## src/rtl/ps2_pkg.sv

```systemverilog
// ps2_pkg: definitions shared by the PS/2 host transmitter and the PS/2 receivers.
//   - transmitter FSM state encoding
//   - error codes reported on errcode
//   - helpers that turn microseconds/milliseconds into clock cycles, plus defaults for 28 MHz
//   - common command bytes sent to keyboards and mice
package ps2_pkg;

   typedef enum logic [2:0] {
      StIdle,
      StInhibit,
      StWaitFirst,
      StShift,
      StAck,
      StWaitIdle,
      StFail
   } ps2_tx_state_e;

   localparam logic [1:0] ERR_NONE     = 2'b00;
   localparam logic [1:0] ERR_START_TO = 2'b01;
   localparam logic [1:0] ERR_XFER_TO  = 2'b10;
   localparam logic [1:0] ERR_NO_ACK   = 2'b11;

   function automatic int unsigned us_to_cycles(input int unsigned clk_khz,
                                                input int unsigned us);
      return (clk_khz * us) / 1000;
   endfunction

   function automatic int unsigned ms_to_cycles(input int unsigned clk_khz,
                                                input int unsigned ms);
      return clk_khz * ms;
   endfunction

   localparam int unsigned DEF_CLK_KHZ       = 28000;
   localparam int unsigned DEF_INHIBIT_CYC   = us_to_cycles(DEF_CLK_KHZ, 120);  // 3360
   localparam int unsigned DEF_START_TO_CYC  = ms_to_cycles(DEF_CLK_KHZ, 15);   // 420000
   localparam int unsigned DEF_XFER_TO_CYC   = ms_to_cycles(DEF_CLK_KHZ, 2);    // 56000

   localparam logic [7:0] CMD_SET_LEDS     = 8'hED;
   localparam logic [7:0] CMD_MOUSE_ENABLE = 8'hF4;
   localparam logic [7:0] CMD_RESET        = 8'hFF;

endpackage

```

## src/rtl/ps2_line_filter.sv

```systemverilog
// ps2_line_filter: conditions the raw PS/2 clock and data pins.
//   clk, rst_n   system clock, asynchronous active-low reset
//   i_clk_raw    raw PS/2 clock pin level
//   i_data_raw   raw PS/2 data pin level
//   o_clk_filt   synchronised and deglitched clock level
//   o_data_sync  synchronised data level
//   o_fall       one-cycle pulse when o_clk_filt goes 1->0
module ps2_line_filter #(
   parameter int unsigned FILTER_LEN = 8
) (
   input  logic clk,
   input  logic rst_n,
   input  logic i_clk_raw,
   input  logic i_data_raw,
   output logic o_clk_filt,
   output logic o_data_sync,
   output logic o_fall
);

   localparam int unsigned CNT_W = (FILTER_LEN > 1) ? $clog2(FILTER_LEN) : 1;
   localparam logic [CNT_W-1:0] CNT_LAST = CNT_W'(FILTER_LEN - 1);

   logic [1:0]       r_clk_sync;
   logic [1:0]       r_data_sync;
   logic             r_clk_filt;
   logic             r_fall;
   logic [CNT_W-1:0] r_cnt;

   // Idle bus is high, so everything resets to 1 to avoid a fake edge after reset.
   always_ff @(posedge clk or negedge rst_n) begin
      if (!rst_n) begin
         r_clk_sync  <= 2'b11;
         r_data_sync <= 2'b11;
         r_clk_filt  <= 1'b1;
         r_fall      <= 1'b0;
         r_cnt       <= '0;
      end else begin
         r_clk_sync  <= {r_clk_sync[0], i_clk_raw};
         r_data_sync <= {r_data_sync[0], i_data_raw};
         r_fall      <= 1'b0;
         // r_cnt counts consecutive samples that disagree with the filtered level;
         // any agreeing sample restarts the count, so short glitches never get through.
         if (r_clk_sync[1] == r_clk_filt) begin
            r_cnt <= '0;
         end else if (r_cnt == CNT_LAST) begin
            r_clk_filt <= r_clk_sync[1];
            r_fall     <= ~r_clk_sync[1];
            r_cnt      <= '0;
         end else begin
            r_cnt <= r_cnt + CNT_W'(1);
         end
      end
   end

   assign o_clk_filt  = r_clk_filt;
   assign o_data_sync = r_data_sync[1];
   assign o_fall      = r_fall;

endmodule

```

## src/rtl/ps2_host_tx.sv

```systemverilog
// ps2_host_tx: sends one byte from the host to a PS/2 device over the open-drain clock/data
// pair (inhibit, request-to-send, 8 data bits LSB first, odd parity, stop, device ack).
//   clk, rst_n            system clock, asynchronous active-low reset
//   din, send             byte to send and its one-cycle start strobe
//   ps2clk_in/ps2data_in  raw pin levels
//   ps2clk_oe/ps2data_oe  1 = pull the line low, 0 = release
//   busy                  transfer in progress
//   done / error          one-cycle completion / failure pulses
//   errcode               00 none, 01 start timeout, 10 transfer timeout, 11 no ack
module ps2_host_tx
   import ps2_pkg::*;
#(
   parameter int unsigned CLK_KHZ          = 28000,
   parameter int unsigned INHIBIT_US       = 120,
   parameter int unsigned START_TIMEOUT_MS = 15,
   parameter int unsigned XFER_TIMEOUT_MS  = 2,
   parameter int unsigned FILTER_LEN       = 8
) (
   input  logic       clk,
   input  logic       rst_n,
   input  logic [7:0] din,
   input  logic       send,
   input  logic       ps2clk_in,
   input  logic       ps2data_in,
   output logic       ps2clk_oe,
   output logic       ps2data_oe,
   output logic       busy,
   output logic       done,
   output logic       error,
   output logic [1:0] errcode
);

   localparam int unsigned INHIBIT_CYC = us_to_cycles(CLK_KHZ, INHIBIT_US);
   localparam int unsigned START_CYC   = ms_to_cycles(CLK_KHZ, START_TIMEOUT_MS);
   localparam int unsigned XFER_CYC    = ms_to_cycles(CLK_KHZ, XFER_TIMEOUT_MS);
   localparam int unsigned CNT_MAX     = (START_CYC > INHIBIT_CYC) ? START_CYC : INHIBIT_CYC;
   localparam int unsigned CNT_W       = $clog2(CNT_MAX + 1);
   localparam int unsigned XFER_W      = $clog2(XFER_CYC + 1);

   localparam logic [CNT_W-1:0]  INHIBIT_END  = CNT_W'(INHIBIT_CYC);
   localparam logic [CNT_W-1:0]  INHIBIT_LAST = CNT_W'(INHIBIT_CYC - 1);
   localparam logic [CNT_W-1:0]  START_LAST   = CNT_W'(START_CYC - 1);
   localparam logic [XFER_W-1:0] XFER_LAST    = XFER_W'(XFER_CYC - 1);

   logic w_clk_filt;
   logic w_data_sync;
   logic w_fall;

   ps2_line_filter #(
      .FILTER_LEN (FILTER_LEN)
   ) u_filter (
      .clk         (clk),
      .rst_n       (rst_n),
      .i_clk_raw   (ps2clk_in),
      .i_data_raw  (ps2data_in),
      .o_clk_filt  (w_clk_filt),
      .o_data_sync (w_data_sync),
      .o_fall      (w_fall)
   );

   ps2_tx_state_e     r_state, w_state_d;
   logic [7:0]        r_byte, w_byte_d;
   logic              r_parity, w_parity_d;
   logic [3:0]        r_bitcnt, w_bitcnt_d;
   logic [CNT_W-1:0]  r_cnt, w_cnt_d;
   logic [XFER_W-1:0] r_xfer, w_xfer_d;
   logic              r_clk_oe, w_clk_oe_d;
   logic              r_data_oe, w_data_oe_d;
   logic              r_busy, w_busy_d;
   logic              r_done, w_done_d;
   logic              r_error, w_error_d;
   logic [1:0]        r_errcode, w_errcode_d;
   logic              w_fail;
   logic [1:0]        w_fail_code;
   logic              w_xfer_expired;

   always_comb begin
      w_state_d      = r_state;
      w_byte_d       = r_byte;
      w_parity_d     = r_parity;
      w_bitcnt_d     = r_bitcnt;
      w_cnt_d        = r_cnt;
      w_xfer_d       = r_xfer;
      w_clk_oe_d     = r_clk_oe;
      w_data_oe_d    = r_data_oe;
      w_busy_d       = r_busy;
      w_done_d       = 1'b0;
      w_error_d      = 1'b0;
      w_errcode_d    = r_errcode;
      w_fail         = 1'b0;
      w_fail_code    = ERR_NONE;
      w_xfer_expired = (r_xfer == XFER_LAST);

      unique case (r_state)
         StIdle: begin
            if (send) begin
               w_byte_d    = din;
               w_parity_d  = ~^din;
               w_errcode_d = ERR_NONE;
               w_cnt_d     = '0;
               w_clk_oe_d  = 1'b1;
               w_data_oe_d = 1'b0;
               w_busy_d    = 1'b1;
               w_state_d   = StInhibit;
            end
         end

         // Clock held low for INHIBIT_CYC cycles, start bit in the last inhibit cycle,
         // clock released one cycle later.
         StInhibit: begin
            if (r_cnt == INHIBIT_END) begin
               w_clk_oe_d = 1'b0;
               w_cnt_d    = '0;
               w_state_d  = StWaitFirst;
            end else begin
               w_cnt_d = r_cnt + CNT_W'(1);
               if (r_cnt == INHIBIT_LAST) begin
                  w_data_oe_d = 1'b1;
               end
            end
         end

         StWaitFirst: begin
            if (r_cnt == START_LAST) begin
               w_fail      = 1'b1;
               w_fail_code = ERR_START_TO;
            end else if (w_fall) begin
               w_data_oe_d = ~r_byte[0];
               w_bitcnt_d  = 4'd1;
               w_xfer_d    = '0;
               w_state_d   = StShift;
            end else begin
               w_cnt_d = r_cnt + CNT_W'(1);
            end
         end

         StShift: begin
            if (w_xfer_expired) begin
               w_fail      = 1'b1;
               w_fail_code = ERR_XFER_TO;
            end else begin
               w_xfer_d = r_xfer + XFER_W'(1);
               if (w_fall) begin
                  w_bitcnt_d = r_bitcnt + 4'd1;
                  case (r_bitcnt)
                     4'd8: w_data_oe_d = ~r_parity;
                     4'd9: begin
                        // Stop bit: release data, the next fall carries the ack.
                        w_data_oe_d = 1'b0;
                        w_state_d   = StAck;
                     end
                     default: w_data_oe_d = ~r_byte[r_bitcnt[2:0]];
                  endcase
               end
            end
         end

         StAck: begin
            if (w_xfer_expired) begin
               w_fail      = 1'b1;
               w_fail_code = ERR_XFER_TO;
            end else begin
               w_xfer_d = r_xfer + XFER_W'(1);
               if (w_fall) begin
                  if (!w_data_sync) begin
                     w_state_d = StWaitIdle;
                  end else begin
                     w_fail      = 1'b1;
                     w_fail_code = ERR_NO_ACK;
                  end
               end
            end
         end

         StWaitIdle: begin
            if (w_xfer_expired) begin
               w_fail      = 1'b1;
               w_fail_code = ERR_XFER_TO;
            end else begin
               w_xfer_d = r_xfer + XFER_W'(1);
               if (w_clk_filt && w_data_sync) begin
                  w_done_d  = 1'b1;
                  w_busy_d  = 1'b0;
                  w_state_d = StIdle;
               end
            end
         end

         StFail: begin
            w_error_d = 1'b1;
            w_busy_d  = 1'b0;
            w_state_d = StIdle;
         end

         default: begin
            w_clk_oe_d  = 1'b0;
            w_data_oe_d = 1'b0;
            w_busy_d    = 1'b0;
            w_state_d   = StIdle;
         end
      endcase

      // Lines are released on the same edge the failure is detected.
      if (w_fail) begin
         w_clk_oe_d  = 1'b0;
         w_data_oe_d = 1'b0;
         w_errcode_d = w_fail_code;
         w_state_d   = StFail;
      end
   end

   always_ff @(posedge clk or negedge rst_n) begin
      if (!rst_n) begin
         r_state   <= StIdle;
         r_byte    <= '0;
         r_parity  <= 1'b0;
         r_bitcnt  <= '0;
         r_cnt     <= '0;
         r_xfer    <= '0;
         r_clk_oe  <= 1'b0;
         r_data_oe <= 1'b0;
         r_busy    <= 1'b0;
         r_done    <= 1'b0;
         r_error   <= 1'b0;
         r_errcode <= ERR_NONE;
      end else begin
         r_state   <= w_state_d;
         r_byte    <= w_byte_d;
         r_parity  <= w_parity_d;
         r_bitcnt  <= w_bitcnt_d;
         r_cnt     <= w_cnt_d;
         r_xfer    <= w_xfer_d;
         r_clk_oe  <= w_clk_oe_d;
         r_data_oe <= w_data_oe_d;
         r_busy    <= w_busy_d;
         r_done    <= w_done_d;
         r_error   <= w_error_d;
         r_errcode <= w_errcode_d;
      end
   end

   assign ps2clk_oe  = r_clk_oe;
   assign ps2data_oe = r_data_oe;
   assign busy       = r_busy;
   assign done       = r_done;
   assign error      = r_error;
   assign errcode    = r_errcode;

endmodule

```

## config.mk

```make
export PLATFORM = sky130hd
export DESIGN_NAME = ps2_host_tx
export DESIGN_NICKNAME = d
export VERILOG_FILES = /design/src/rtl/ps2_pkg.sv /design/src/rtl/ps2_line_filter.sv /design/src/rtl/ps2_host_tx.sv
export SDC_FILE = /design/constraint.sdc
export NUM_CORES = 1
export LEC_CHECK = 0
export ABC_AREA = 1
export BUFFER_PORTS_ARGS = -buffer_cell sky130_fd_sc_hd__buf_2
export CAP_MARGIN = 20
export CORE_MARGIN = 5
export CORE_UTILIZATION = 40
export CTS_CLUSTER_SIZE = 8
export DETAILED_ROUTE_END_ITERATION = 7
export PLACE_DENSITY_LB_ADDON = 0.05
export SETUP_SLACK_MARGIN = 0.02
export SYNTH_ARGS = -nofsm -noshare
export SYNTH_HDL_FRONTEND = slang
export SYNTH_HIERARCHICAL = 1
export SYNTH_SLANG_ARGS = --single-unit
```

## constraint.sdc

```tcl
create_clock -name clk -period 5.2 [get_ports clk]
set_input_delay 1.04 -clock clk [delete_from_list [all_inputs] [get_ports clk]]
set_output_delay 1.04 -clock clk [all_outputs]
set_load 0.05 [all_outputs]
```

# Word level (Yosys, flattened, before mapping)
# Cells that the tools add are included.
[totals] ff_bits=67 input_bits=13 output_inout_bits=7 elab_cells=160
[classes] addsub=4 magnitude_cmp=1 eq_ne=39 mux=70 bitwise=6 reduce_logical=23
[op_table] op="$mux 19" n=4
[op_table] op="$pmux 19 s3" n=1
[op_table] op="$mux 16" n=3
[op_table] op="$mux 3" n=15
[op_table] op="$eq 19x12->1 const B" n=2
[op_table] op="$ne 3x3->1 const B" n=11
[op_table] op="$pmux 16 s2" n=1
[op_table] op="$mux 1" n=26
[op_table] op="$add 19x1->19 const B" n=1
[op_table] op="$eq 19x19->1 const B" n=1
[op_table] op="$pmux 3 s6" n=1
[op_table] op="$add 16x1->16 const B" n=1
[op_table] op="$eq 16x16->1 const B" n=1
[op_table] op="$mux 4" n=4
[op_table] op="$mux 2" n=7
[op_table] op="$ne 2x2->1 const B" n=7
[op_table] op="$eq 3x3->1 const B" n=4
[op_table] op="$reduce_and 12->1" n=1
[op_table] op="$reduce_and 4->1" n=3
[op_table] op="$ne 3x2->1 const B" n=3
[op_table] op="$pmux 1 s3" n=3
[op_table] op="$eq 4x4->1 const B" n=2
[op_table] op="$ne 2x1->1 const B" n=4
[op_table] op="$pmux 4 s2" n=1
[op_table] op="other kinds (24)" n=36

# Longest topological paths before layout
[depth] word_depth=8 mapped_depth=12 depth_no_buf=11

# By module
# The synthesis kept the hierarchy.
[by_module_without_submodules] module="ps2_host_tx" n_inst=1 cells_per_inst=581 area_each_um2=4001.3 seq_area_each_um2=1451.4
[by_module_without_submodules] module="ps2_line_filter" n_inst=1 cells_per_inst=26 area_each_um2=316.6 seq_area_each_um2=231.5

# Least setup slack after synthesis
# Ideal clock, no wire load.
[synth_timing] path_kind="input to register" startpoint="in send" endpoint="reg r_state[1]" setup_time_ns=0.124 t_arrival_ns=1.644 required_time_ns=5.076 slack_ns=3.432 stages=7 n_path_buf=0 path_cell_list="nor2_1 > inv_1 > nand3_1 > nor2_1 > inv_1 > nand2_1 > nand3_1"
[synth_between] elab_chain_len=2
[synth_rtl] element="start: declaration" line_no="ps2_host_tx.sv:22" text="input logic send,"
[synth_rtl] element="$ne 3x3->1 (no line)"
[synth_rtl] element="$reduce_and 12->1 (no line)"
[synth_rtl] element="end signal: assignment" line_no="ps2_host_tx.sv:214" text="r_state <= StIdle;"
[synth_rtl] element="end signal: assignment" line_no="ps2_host_tx.sv:227" text="r_state <= w_state_d;"
[synth_rtl] element="end: declaration" line_no="ps2_host_tx.sv:61" text="ps2_tx_state_e r_state, w_state_d;"
# No other way between the ends.
# A chain may end at the register's enable or synchronous reset.

==> metrics.md <==
| Metric | Value |
|---|---|
| Crit path cell chain | `ha_1 -> nand3_2 -> inv_1 -> nand2_1 -> nor2_1 -> nand2_1 -> inv_1 -> nor2_4 -> inv_1 -> nand2_1 -> nand2_1` |
| Chip height | `~110 µm` |
| HP Class | `reg2reg` |
| Vias per cell | `5.00` |
| CTS Root Cell | `clkbuf_8` |
| WL final | `10300 µm` |
| Num CTS Buffers | `9` |
| Crit. End Element | `flop` |
| Violation count after the first detailed-route iteration | `205` |
| CTS tree | `built` |
| Critical Path Start | `r_cnt[0]$_DFFE_PN0P_` |
| Core ar. | `~0.011 mm²` |
| Worst-path maximum fanout | `22` |
| Post-synth EDFFs | `0` |
| Relative slew slack | `between 40% and 50%` |
| Hold Slack | `about 0.36 ns` |
| R2R setup slack | `about 2.8 ns` |
| Syn avg cell area | `~7 µm²` |
| DR WL/cell | `approximately 13 µm` |
| Crit-path slowest cell | `nor2_4` |
| CTS clock-pin slew for the worst setup and hold paths | `0.08 ns` |
| Post-synthesis xor/xnor area fraction | `under 10%` |
| Synth Area in Simple Gates | `37.8%` |
| Clock sinks | `67` |
| Period minus WS final | `~2.4 ns` |
| Synth Area in Compound Gates | `roughly 8.7%` |
| Post-synthesis cell type count | `35` |
| Post-route DRC violation count | `0` |
| Reg2reg start | `r_cnt[0]$_DFFE_PN0P_` |
| GP Congestion | `between 0.8 and 0.9` |
| Net count, final | `645` |
| Post-DP HPWL | `7760 µm` |
| Worst setup path endpoint | `r_xfer[15]$_DFFE_PN0P_` |
| CP bufs+invs | `3` |
| # IOs | `20` |
| WS Path Type | `reg2reg` |
| H-tree levels | `3` |
| Mapped Nets | `between 600 and 700` |
| Syn-to-layout area delta | `9.01%` |
| GRT Util Overall | `around 17%` |
| Grt ovf | `0` |
| Reg2reg path depth | `11` |
| Clock Latency Late Sink | `~0.35 ns` |
| Worst-Margin Slew | `0.762 ns` |
| Largest family of logic cells by synthesized area | `simple AND/OR/NAND/NOR gates` |
| IO Port Bufs | `19` |
| Stages on worst setup path | `11` |
| Resize count post-CTS | `0` |
| Final critical-path share of the clock period | `around 47%` |
| Most frequent CP cell | `nand2_1` |
| Seq/Total Area, Yosys | `around two fifths` |
| Yosys top cell area share | `between 30 and 40%` |
| Setup TNS Final | `0 ns` |
| Total setup buffers inserted after CTS | `0` |
| Maxcap violations | `0` |
| Post-DP Area | `between 0.004 and 0.005 mm²` |
| Dominant synthesized flop cell | `dfrtp_1` |
| Post-DRT Antenna Nets | `0` |
| Peak VDD IR | `between 0.0002 and 0.00025 V` |
| First-pass GRT wire length | `17800 µm` |
| Critical path launch point type | `flop` |
| Syn. warnings | `6` |
| CTS max path bufs | `2` |
| Leak Pwr | `~2.2 nW` |
| # setup viols final | `0` |
| Power Density | `roughly 420 mW/mm²` |
| Ant. Diodes | `0` |
| Final setup skew | `slightly below 0.008 ns` |
| Largest net degree at the start of global routing | `37` |
| Status | `finished clean` |
| Vias in the first global route | `~3700` |
| Initial Util | `between 40% and 50%` |
| Layout cells sized above 1 | `between 10% and 20%` |
| Final core occ | `a little over two fifths` |
| Vias | `3847` |
| Hold Vio Cnt, Final | `0` |
| Pwr Total | `between 0.0015 and 0.002 W` |
| Die W | `around 110 µm` |
| Mux cell area share after synthesis | `0%` |
| Row count | `38` |
| Initial antenna violation count | `0` |
| Async set or reset register ratio after synthesis | `100%` |
| WP data required | `5.44 ns` |
| Adder-cell share of the synthesized area | `~2.3%` |
| Post-route design area | `0.00471 mm²` |
| Cts hold-fix bufs | `0` |
| #FFs+latches synth | `67` |
| Initial DRT Pass Iterations | `4` |
| Max-slew violation count | `0` |
| Worst path max stage delay | `slightly above 0.5 ns` |
| Top cells by area, synth | `dfrtp_1 36%, nand2_1 17%, nand3_1 7.6%, inv_1 5.5%, nor2_1 5.0%` |
| R2R Path End | `r_xfer[15]$_DFFE_PN0P_` |
| Worst Path Arrival | `between 2 and 3 ns` |
| Fmax | `410 MHz` |
| Mapped Area | `~0.0043 mm²` |
| Syn Inst Count | `between 600 and 700` |
| Die ar. | `about 0.013 mm²` |
| Critical path's top delay family | `simple AND/OR/NAND/NOR gates` |
| # fillers | `1149` |
| RSZ-0062 raised after global routing | `false` |
| Post-synth top area cell | `dfrtp_1` |
## cells in the mapped netlist (2+ instances only)
| cell | number |
|---|---|
| nor2_4 | 4 |
| nor2_1 | 57 |
| ha_1 | 8 |
| buf_4 | 3 |
| a21oi_1 | 9 |
| or2_2 | 2 |
| nand2_1 | 190 |
| inv_2 | 7 |
| o211ai_1 | 8 |
| nand2_2 | 3 |
| nand3b_1 | 2 |
| nand3_1 | 66 |
| o21ai_2 | 10 |
| nor3_1 | 14 |
| inv_1 | 63 |
| xnor2_1 | 6 |
| buf_6 | 3 |
| o21ai_1 | 4 |
| clkbuf_1 | 5 |
| buf_2 | 3 |
| nand3_2 | 3 |
| o21ai_0 | 28 |
| dfrtp_1 | 62 |
| nor3_2 | 2 |
| nand4_1 | 18 |
| xor2_1 | 14 |
| dfstp_2 | 5 |
## placed cells by master (no fill, tap or decap), drive strengths merged, types with 2 or more instances in the layout
master      n
clkbuf     10
buf        20
nor2       63
xor2       14
ha          8
inv        71
nor3       16
nand4      18
dfstp       5
or2         3
o21ai      42
xnor2       6
a21oi      10
o211ai      8
dfrtp      62
clkinv      2
nand3      69
nand3b      2
nand2     194
clkinvlp    2
## logic make-up (layout without fill, tap and decap cells)
| logic type | after synthesis | after routing |
|---|---|---|
| AND/OR/NAND/NOR | 366 | 366 |
| flip-flops | 67 | 67 |
| XOR/XNOR | 20 | 20 |
| buffers and inverters | 84 | 106 |
| adder cells (fa/ha/maj) | 8 | 8 |
| AO/OA/AOI/OAI | 62 | 62 |
## worst register-to-register path, cell delays in order (launching register included)
cell	delay, ns
dfrtp_1	0.44
ha_1	0.35
nand3_2	0.15
inv_1	0.08
nand2_1	0.07
nor2_1	0.05
nand2_1	0.21
inv_1	0.12
nor2_4	0.51
inv_1	0.19
nand2_1	0.10
nand2_1	0.05
## routing by layer
metal / track usage, % / up-vias / part of all wire [%]
li1: - / 1996 / -
met1: 22.2 / 1801 / 47
met2: 28.1 / 38 / 49
met3: 3.45 / 12 / 3.1
met4: 5.30 / 0 / 1.2
met5: 0 / - / 0
## state kept, by name (all words and copies together) (netlist names), 2 cells and up
register / cells
r_cnt: 19
r_xfer: 16
r_byte: 8
r_bitcnt: 4
r_state: 3
u_filter/r_cnt: 3
errcode: 2
u_filter/r_clk_sync: 2
u_filter/r_data_sync: 2
## layout make-up
class	instances	area, µm²	share of cell area, %
Sequential cell	67	1680	35.8
Clock inverter	6	63.8	1.36
Clock buffer	10	138	2.92
Tap cell	140	175	3.72
Timing Repair Buffer	20	103	2.18
Inverter	70	263	5.58
Multi-Input combinational cell	456	2280	48.5
## worst min path at each step
stage                                             to  depth (start not counted)  slack (ns)                             start
floorplan           u_filter/r_clk_sync[1]$_DFF_PN1_                          0        0.35  u_filter/r_clk_sync[0]$_DFF_PN1_
global placement    u_filter/r_clk_sync[1]$_DFF_PN1_                          0        0.35  u_filter/r_clk_sync[0]$_DFF_PN1_
detailed placement  u_filter/r_clk_sync[1]$_DFF_PN1_                          0        0.35  u_filter/r_clk_sync[0]$_DFF_PN1_
CTS                 u_filter/r_clk_sync[1]$_DFF_PN1_                          0        0.36  u_filter/r_clk_sync[0]$_DFF_PN1_
global route        u_filter/r_clk_sync[1]$_DFF_PN1_                          0        0.36  u_filter/r_clk_sync[0]$_DFF_PN1_
finish              u_filter/r_clk_sync[1]$_DFF_PN1_                          0        0.36  u_filter/r_clk_sync[0]$_DFF_PN1_
## per-stage QoR
stage,worst slack [ns],std cells
floorplan,3.43,607
global placement,2.85,753
detailed placement,2.76,753
CTS,2.75,769
global route,2.54,769
finish,2.76,769
## power by group
group | switching (W) | internal, W
registers | 0.000102 | 0.000627
logic | 0.000584 | 0.000229
clock network | 0.000214 | 0.000234
(Power assumes the default switching activity.)
